[config.mk]
export PLATFORM = sky130hd
export DESIGN_NAME = axis_join_arbiter
export DESIGN_NICKNAME = d
export VERILOG_FILES = /design/src/rtl/axis_join_arbiter_pkg.sv /design/src/rtl/axis_join_arbiter_skid.sv /design/src/rtl/axis_join_arbiter.sv
export SDC_FILE = /design/constraint.sdc
export NUM_CORES = 1
export LEC_CHECK = 0
export CAP_MARGIN = 30
export CORE_UTILIZATION = 47
export DETAILED_ROUTE_END_ITERATION = 16
export PLACE_DENSITY = 0.91
export SYNTH_ARGS = -nofsm -noshare
export SYNTH_HDL_FRONTEND = slang
export SYNTH_SLANG_ARGS = --single-unit
[constraint.sdc]
create_clock -name clk -period 8.95 [get_ports clk]
set_input_delay 1.79 -clock clk [delete_from_list [all_inputs] [get_ports clk]]
set_output_delay 1.79 -clock clk [all_outputs]
set_load 0.01 [all_outputs]
[src/rtl/axis_join_arbiter_pkg.sv]
// Shared types and helpers for the stream join arbiter and its skid stage.
// Holds the FSM encoding and the wrap-around priority search.
package axis_join_arbiter_pkg;

  typedef enum logic [2:0] {
    ST_IDLE,
    ST_ARB,
    ST_XFER,
    ST_DRAIN,
    ST_DONE
  } join_state_t;

  localparam int MAX_PORTS  = 16;
  localparam int PORT_IDX_W = 4;

  typedef struct packed {
    logic                  found;
    logic [PORT_IDX_W-1:0] idx;
  } rr_pick_t;

  // First set bit of cand at or after ptr, wrapping at count. Iterating from the
  // farthest offset down lets the nearest candidate overwrite the result.
  function automatic rr_pick_t rr_pick(input logic [MAX_PORTS-1:0]  cand,
                                       input logic [PORT_IDX_W-1:0] ptr,
                                       input int                    count);
    rr_pick_t res;
    int       j;
    res = '0;
    for (int i = MAX_PORTS - 1; i >= 0; i--) begin
      if (i < count) begin
        j = int'(ptr) + i;
        if (j >= count) j = j - count;
        if (cand[j[PORT_IDX_W-1:0]]) begin
          res.found = 1'b1;
          res.idx   = j[PORT_IDX_W-1:0];
        end
      end
    end
    return res;
  endfunction

endpackage

[src/rtl/axis_join_arbiter_skid.sv]
// Two-entry AXI4-Stream skid register with a registered input ready.
// Full throughput under continuous ready; output payload holds while stalled.
module axis_skid_reg #(
  parameter int WIDTH = 8
) (
  input  logic             clk,
  input  logic             rst,
  input  logic             in_valid,
  output logic             in_ready,
  input  logic [WIDTH-1:0] in_data,
  output logic             out_valid,
  input  logic             out_ready,
  output logic [WIDTH-1:0] out_data,
  output logic             busy
);

  logic             skid_valid;
  logic [WIDTH-1:0] skid_data;
  logic             in_fire;

  // Ready is a pure flop output, so nothing on the output side reaches it combinationally.
  assign in_ready = ~skid_valid;
  assign in_fire  = in_valid & in_ready;
  assign busy     = out_valid | skid_valid;

  always_ff @(posedge clk) begin
    if (rst) begin
      out_valid  <= 1'b0;
      out_data   <= '0;
      skid_valid <= 1'b0;
      skid_data  <= '0;
    end else if (!out_valid || out_ready) begin
      if (skid_valid) begin
        out_valid  <= 1'b1;
        out_data   <= skid_data;
        skid_valid <= 1'b0;
      end else begin
        out_valid <= in_fire;
        if (in_fire) out_data <= in_data;
      end
    end else if (in_fire) begin
      skid_valid <= 1'b1;
      skid_data  <= in_data;
    end
  end

endmodule

[src/rtl/axis_join_arbiter.sv]
// Collects one packet from each input stream, round-robin, into one output stream.
// state | meaning: IDLE wait for enable | ARB pick next port | XFER forward packet | DRAIN empty output | DONE report
module axis_join_arbiter
  import axis_join_arbiter_pkg::*;
#(
  parameter int M_COUNT    = 4,
  parameter int DATA_WIDTH = 64,
  parameter int ID_WIDTH   = 2
) (
  input  logic                          clk,
  input  logic                          rst,
  input  logic                          join_enable,
  output logic                          join_done,
  output logic [M_COUNT-1:0]            s_axis_tready,
  input  logic [M_COUNT*DATA_WIDTH-1:0] s_axis_tdata,
  input  logic [M_COUNT-1:0]            s_axis_tlast,
  input  logic [M_COUNT-1:0]            s_axis_tvalid,
  input  logic                          m_axis_tready,
  output logic [DATA_WIDTH-1:0]         m_axis_tdata,
  output logic                          m_axis_tlast,
  output logic                          m_axis_tvalid,
  output logic [ID_WIDTH-1:0]           m_axis_tid
);

  localparam int PW = DATA_WIDTH + ID_WIDTH + 1;
  localparam logic [M_COUNT-1:0] ALL_SERVED = {M_COUNT{1'b1}};

  join_state_t           state;
  logic [M_COUNT-1:0]    served;
  logic [M_COUNT-1:0]    served_nxt;
  logic [PORT_IDX_W-1:0] ptr;
  logic [PORT_IDX_W-1:0] grant;
  logic [PORT_IDX_W-1:0] grant_inc;
  rr_pick_t              pick;

  logic                  sel_valid;
  logic                  sel_last;
  logic [DATA_WIDTH-1:0] sel_data;
  logic                  beat_fire;

  logic                  sk_in_valid;
  logic                  sk_in_ready;
  logic [PW-1:0]         sk_in_data;
  logic [PW-1:0]         sk_out_data;
  logic                  sk_busy;

  always_comb begin
    sel_valid = 1'b0;
    sel_last  = 1'b0;
    sel_data  = '0;
    for (int p = 0; p < M_COUNT; p++) begin
      if (grant == PORT_IDX_W'(p)) begin
        sel_valid = s_axis_tvalid[p];
        sel_last  = s_axis_tlast[p];
        sel_data  = s_axis_tdata[p*DATA_WIDTH +: DATA_WIDTH];
      end
    end
  end

  always_comb begin
    s_axis_tready = '0;
    for (int p = 0; p < M_COUNT; p++) begin
      s_axis_tready[p] = (state == ST_XFER) && sk_in_ready && (grant == PORT_IDX_W'(p));
    end
  end

  assign sk_in_valid = (state == ST_XFER) && sel_valid;
  assign beat_fire   = sk_in_valid && sk_in_ready;
  assign sk_in_data  = {ID_WIDTH'(grant), sel_last, sel_data};
  assign served_nxt  = served | (M_COUNT'(1) << grant);
  assign grant_inc   = (grant == PORT_IDX_W'(M_COUNT - 1)) ? '0 : grant + 1'b1;
  // Ports that already delivered this pass are masked out even while they stay valid.
  assign pick        = rr_pick(MAX_PORTS'(s_axis_tvalid & ~served), ptr, M_COUNT);

  always_ff @(posedge clk) begin
    if (rst) begin
      state     <= ST_IDLE;
      served    <= '0;
      ptr       <= '0;
      grant     <= '0;
      join_done <= 1'b0;
    end else begin
      case (state)
        ST_IDLE: begin
          if (join_enable) begin
            served <= '0;
            ptr    <= '0;
            state  <= ST_ARB;
          end
        end
        ST_ARB: begin
          if (pick.found) begin
            grant <= pick.idx;
            state <= ST_XFER;
          end
        end
        ST_XFER: begin
          if (beat_fire && sel_last) begin
            served <= served_nxt;
            ptr    <= grant_inc;
            state  <= (served_nxt == ALL_SERVED) ? ST_DRAIN : ST_ARB;
          end
        end
        ST_DRAIN: begin
          if (!sk_busy) begin
            join_done <= 1'b1;
            state     <= ST_DONE;
          end
        end
        ST_DONE: begin
          if (!join_enable) begin
            join_done <= 1'b0;
            state     <= ST_IDLE;
          end
        end
        default: state <= ST_IDLE;
      endcase
    end
  end

  axis_skid_reg #(
    .WIDTH(PW)
  ) u_skid (
    .clk      (clk),
    .rst      (rst),
    .in_valid (sk_in_valid),
    .in_ready (sk_in_ready),
    .in_data  (sk_in_data),
    .out_valid(m_axis_tvalid),
    .out_ready(m_axis_tready),
    .out_data (sk_out_data),
    .busy     (sk_busy)
  );

  assign m_axis_tid   = sk_out_data[PW-1 -: ID_WIDTH];
  assign m_axis_tlast = sk_out_data[DATA_WIDTH];
  assign m_axis_tdata = sk_out_data[DATA_WIDTH-1:0];

endmodule

==> impl_metrics.ini <==
[status]
status = completed

[power_and_ir_drop]
power.leakage_nw = 4.24
peakVddDrop_mv = 0.178
p_int_w = 0.00186
p_comb_share_pct = 51.8
clkPwrFrac_pct = 23.1
switching_share_pct = 42.0
pwr-share-seq_pct = 25.1
powerDensity_nw_per_um2 = 266
p_sw_w = 0.00135

[global_routing]
busiest_layer = met2
grt_pass1_vias = 8441
grt_start_max_net_pins = 103
gr-total-overflow = 0
grt_pass1_wl_um = 45500
grt_use_total_pct = 32.4
use_met2_pct = 53.4
antenna_found_initial = 0
use_met3_pct = 6.81
grt_util_met1_pct = 40.7

[setup_path]
crit_required_ns = 7.16
critPathBufInv = 1
rr_endpoint = u_skid.out_data[7]
cp-start-kind = flop
cp_top_family = simple AND/OR/NAND/NOR gates
crit_slowest_cell = dfxtp_1
crit_type = reg -> out
critical_path_depth = 4
path_cells = ha_1 -> and2_4 -> and2_1 -> clkdlybuf4s50_1
endpoint_kind = output pin
cp.arrival_ns = 2.61
ff2ff_path_depth = 9
max_stage_delay_ns = 0.59
rrSetupSlack_ns = 5.52
r2r-start = grant[1]
crit_fanout = 51

[final_layout]
postLayoutCoreUtil_pct = 71.9
final_cell_area_um2 = 12100
n_antenna_cell = 0
fillCellCount = 1300
area_growth_pct = 48.3
drive_above_1_share_pct = 4.90
final_nets = 1577

[floorplan]
die_area_um2 = 17800
die_width_um = 134
ios = 341
rows = 47
start_util_pct = 48.5
die_h_um = 134
core-area_um2 = 16800

[cts]
cts-resized-gates = 0
clock_path_buffers = 2
clockRootBuffer = clkbuf_16
path_clk_slew_ns = 0.06
cts_made_buffers = 17
cts_setup_buffers = 0
clk_latency_ns = 0.42
cts_hold_buf = 0
htreeDepth = 4
cts_sinks = 152
cts_tree = done

[detailed_routing]
wirelength_um = 29200
viasPerCell = 6.03
drt.antenna.violating_nets = 0
wl_per_cell_um = 19.2
dr.pass1.iters = 5
vias = 9196
drc = 0
dr.first_iter.drc_count = 826

[sta]
tightest_slew_ns = 1.02
fmax_mhz = 227
period_share_pct = 49.2
finClkSkew_ns = 0.00917
setup_viol = 0
max_slew_margin_pct = 31.9
hold-worst-slack_ns = 0.458
fin_setup_tns_ns = 0
layout_min_cycle_time_ns = 4.40
hold_viol = 0
rsz0062_at_grt = no
final-max-slew-violation-count = 0

[placement]
gp_congestion = 0.916
dp_hpwl_um = 20000
numPortBuffers = 340
placed_area_um2 = 11400

[worst_hold_path]
min-delay-path-class = reg -> reg
worstHoldEndpoint = u_skid.skid_data[65]
holdPathStages = 2
min_from = u_skid.skid_data[65]

[synth]
ys_seq_area_share_pct = 37.4
yosysWarnings = 0
ys_ff_latch = 152
synth-edff-count = 0
async_flop_share_pct = 0
ys.flop_type = dfxtp_1
synth.avg_cell_area_um2 = 7.93
syn-instance-count = 1025
synth_cell_type_count = 58
synth_fp_nets = 1309
syn_area_um2 = 8130

[run]
drv_cap = 0
Yosys cell counts, types with 2 or more instances:
cell type  instances  area share [%]
or3b_2             2            0.22
or3b_1             4            0.43
ha_1              16             2.5
a211oi_1          67             6.2
nand2_1           15            0.69
nor2_2             2            0.15
a31oi_1            2            0.15
o2bb2ai_1         64             6.9
nand3_1            3            0.18
buf_4             11             1.0
a2111oi_0          2            0.22
buf_1              9            0.42
or3_1              4            0.31
xnor2_1            4            0.43
nor2_4             2            0.28
nor3_1            71             4.4
a32oi_1            4            0.43
and2_1             3            0.23
o22ai_1            2            0.15
nand4_1            2            0.15
nand3b_1           7            0.65
a211o_1            2            0.22
nor2_1           211             9.7
nor3b_1            4            0.37
o21ai_0           11            0.68
a41oi_1            2            0.22
dfxtp_1          152              37
buf_2             43             2.6
a221oi_1          65             7.0
xor2_1             2            0.22
a21oi_1          148             9.1
a311oi_1           2            0.22
clkbuf_1          40             1.8
nand2b_1           6            0.46
inv_1             12            0.55
mux2i_1            4            0.49
nor2b_1            3            0.23
and3_1             2            0.15
final cells by class:
type | instances | area [um^2] | area share [%]
clock buffers | 18 | 439 | 3.64
multi-input cells | 758 | 4590 | 38.1
flip-flops and latches | 152 | 3050 | 25.3
clock inverters | 14 | 171 | 1.42
repair buffers | 352 | 3490 | 28.9
inverters | 12 | 45.0 | 0.374
well taps | 220 | 275 | 2.28
flip-flops by register name, indices dropped and copies added, names as in the netlist:
signal,flops
join_done,1
ptr,4
u_skid.out_data,67
u_skid.out_valid,1
state,3
u_skid.skid_data,67
u_skid.skid_valid,1
served,4
grant,4
per-layer routing:
| layer | up-vias | routed length (um) |
|---|---|---|
| met3 | 72 | 2340 |
| li1 | 4355 | - |
| met1 | 4284 | 11600 |
| met5 | - | 0 |
| met4 | 0 | 1090 |
| met2 | 485 | 14200 |
cells in the final DEF (no fill, tap or decap), types with 3 or more instances in the layout:
cell type	instances
clkinv_2	3
nand3_1	3
a21oi_1	148
clkbuf_16	17
bufinv_16	3
a211oi_1	67
dfxtp_1	151
nand3b_1	7
a221oi_1	65
nand2_1	15
or3b_1	4
nor2_1	211
inv_6	3
nand2b_1	6
nor3_1	71
buf_4	12
mux2i_1	4
ha_1	16
nor2b_1	3
or3_1	3
o21ai_0	11
xnor2_1	4
clkdlybuf4s50_1	339
o2bb2ai_1	64
inv_1	12
a32oi_1	4
clkinvlp_4	3
worst register-to-register path, stage by stage (launching register included):
cell,delay [ns]
dfxtp_1,0.57
ha_1,0.36
nor3b_2,0.77
buf_4,0.63
a221oi_1,0.19
nor3_1,0.33
a21oi_1,0.13
nor2_1,0.13
a21oi_1,0.05
o2bb2ai_1,0.20
worst max-delay path by stage:
stage	startpoint	end	slack (ns)
finish	grant[0]	s_axis_tready[3]	4.55
global placement	s_axis_tvalid[2]	u_skid.out_data[6]	4.43
CTS	grant[0]	s_axis_tready[3]	4.53
floorplan	grant[0]	s_axis_tready[2]	5.52
global route	grant[0]	s_axis_tready[3]	4.38
detailed placement	s_axis_tvalid[2]	u_skid.out_data[17]	4.34
cell families (layout without fill, tap and decap cells):
family	count (synthesis)	in the layout	synth area share, %
AO/OA/AOI/OAI	384	384	33.1
XOR/XNOR	6	6	0.646
adder cells (fa/ha/maj)	16	16	2.46
buffers and inverters	115	396	6.48
flip-flops	152	152	37.4
multiplexers	5	5	0.631
AND/OR/NAND/NOR	347	347	19.2
power groups by stage:
stage	clock network (W)	registers [W]	logic, W
2_1_floorplan	0	0.000814	0.00109
3_3_place_gp	0	0.000812	0.00158
3_5_place_dp	0	0.000814	0.00162
4_1_cts	0.000746	0.000801	0.00165
5_1_grt	0.000774	0.000811	0.00184
6_report	0.000741	0.000804	0.00166
through the flow:
step | power, W | setup WS, ns | instances
finish | 0.00320 | 4.55 | 1526
detailed placement | 0.00244 | 4.34 | 1494
global placement | 0.00239 | 4.43 | 1494
CTS | 0.00319 | 4.53 | 1526
floorplan | 0.00190 | 5.52 | 1025
global route | 0.00343 | 4.38 | 1526
No activity file was read; power rests on OpenSTA's default activity.
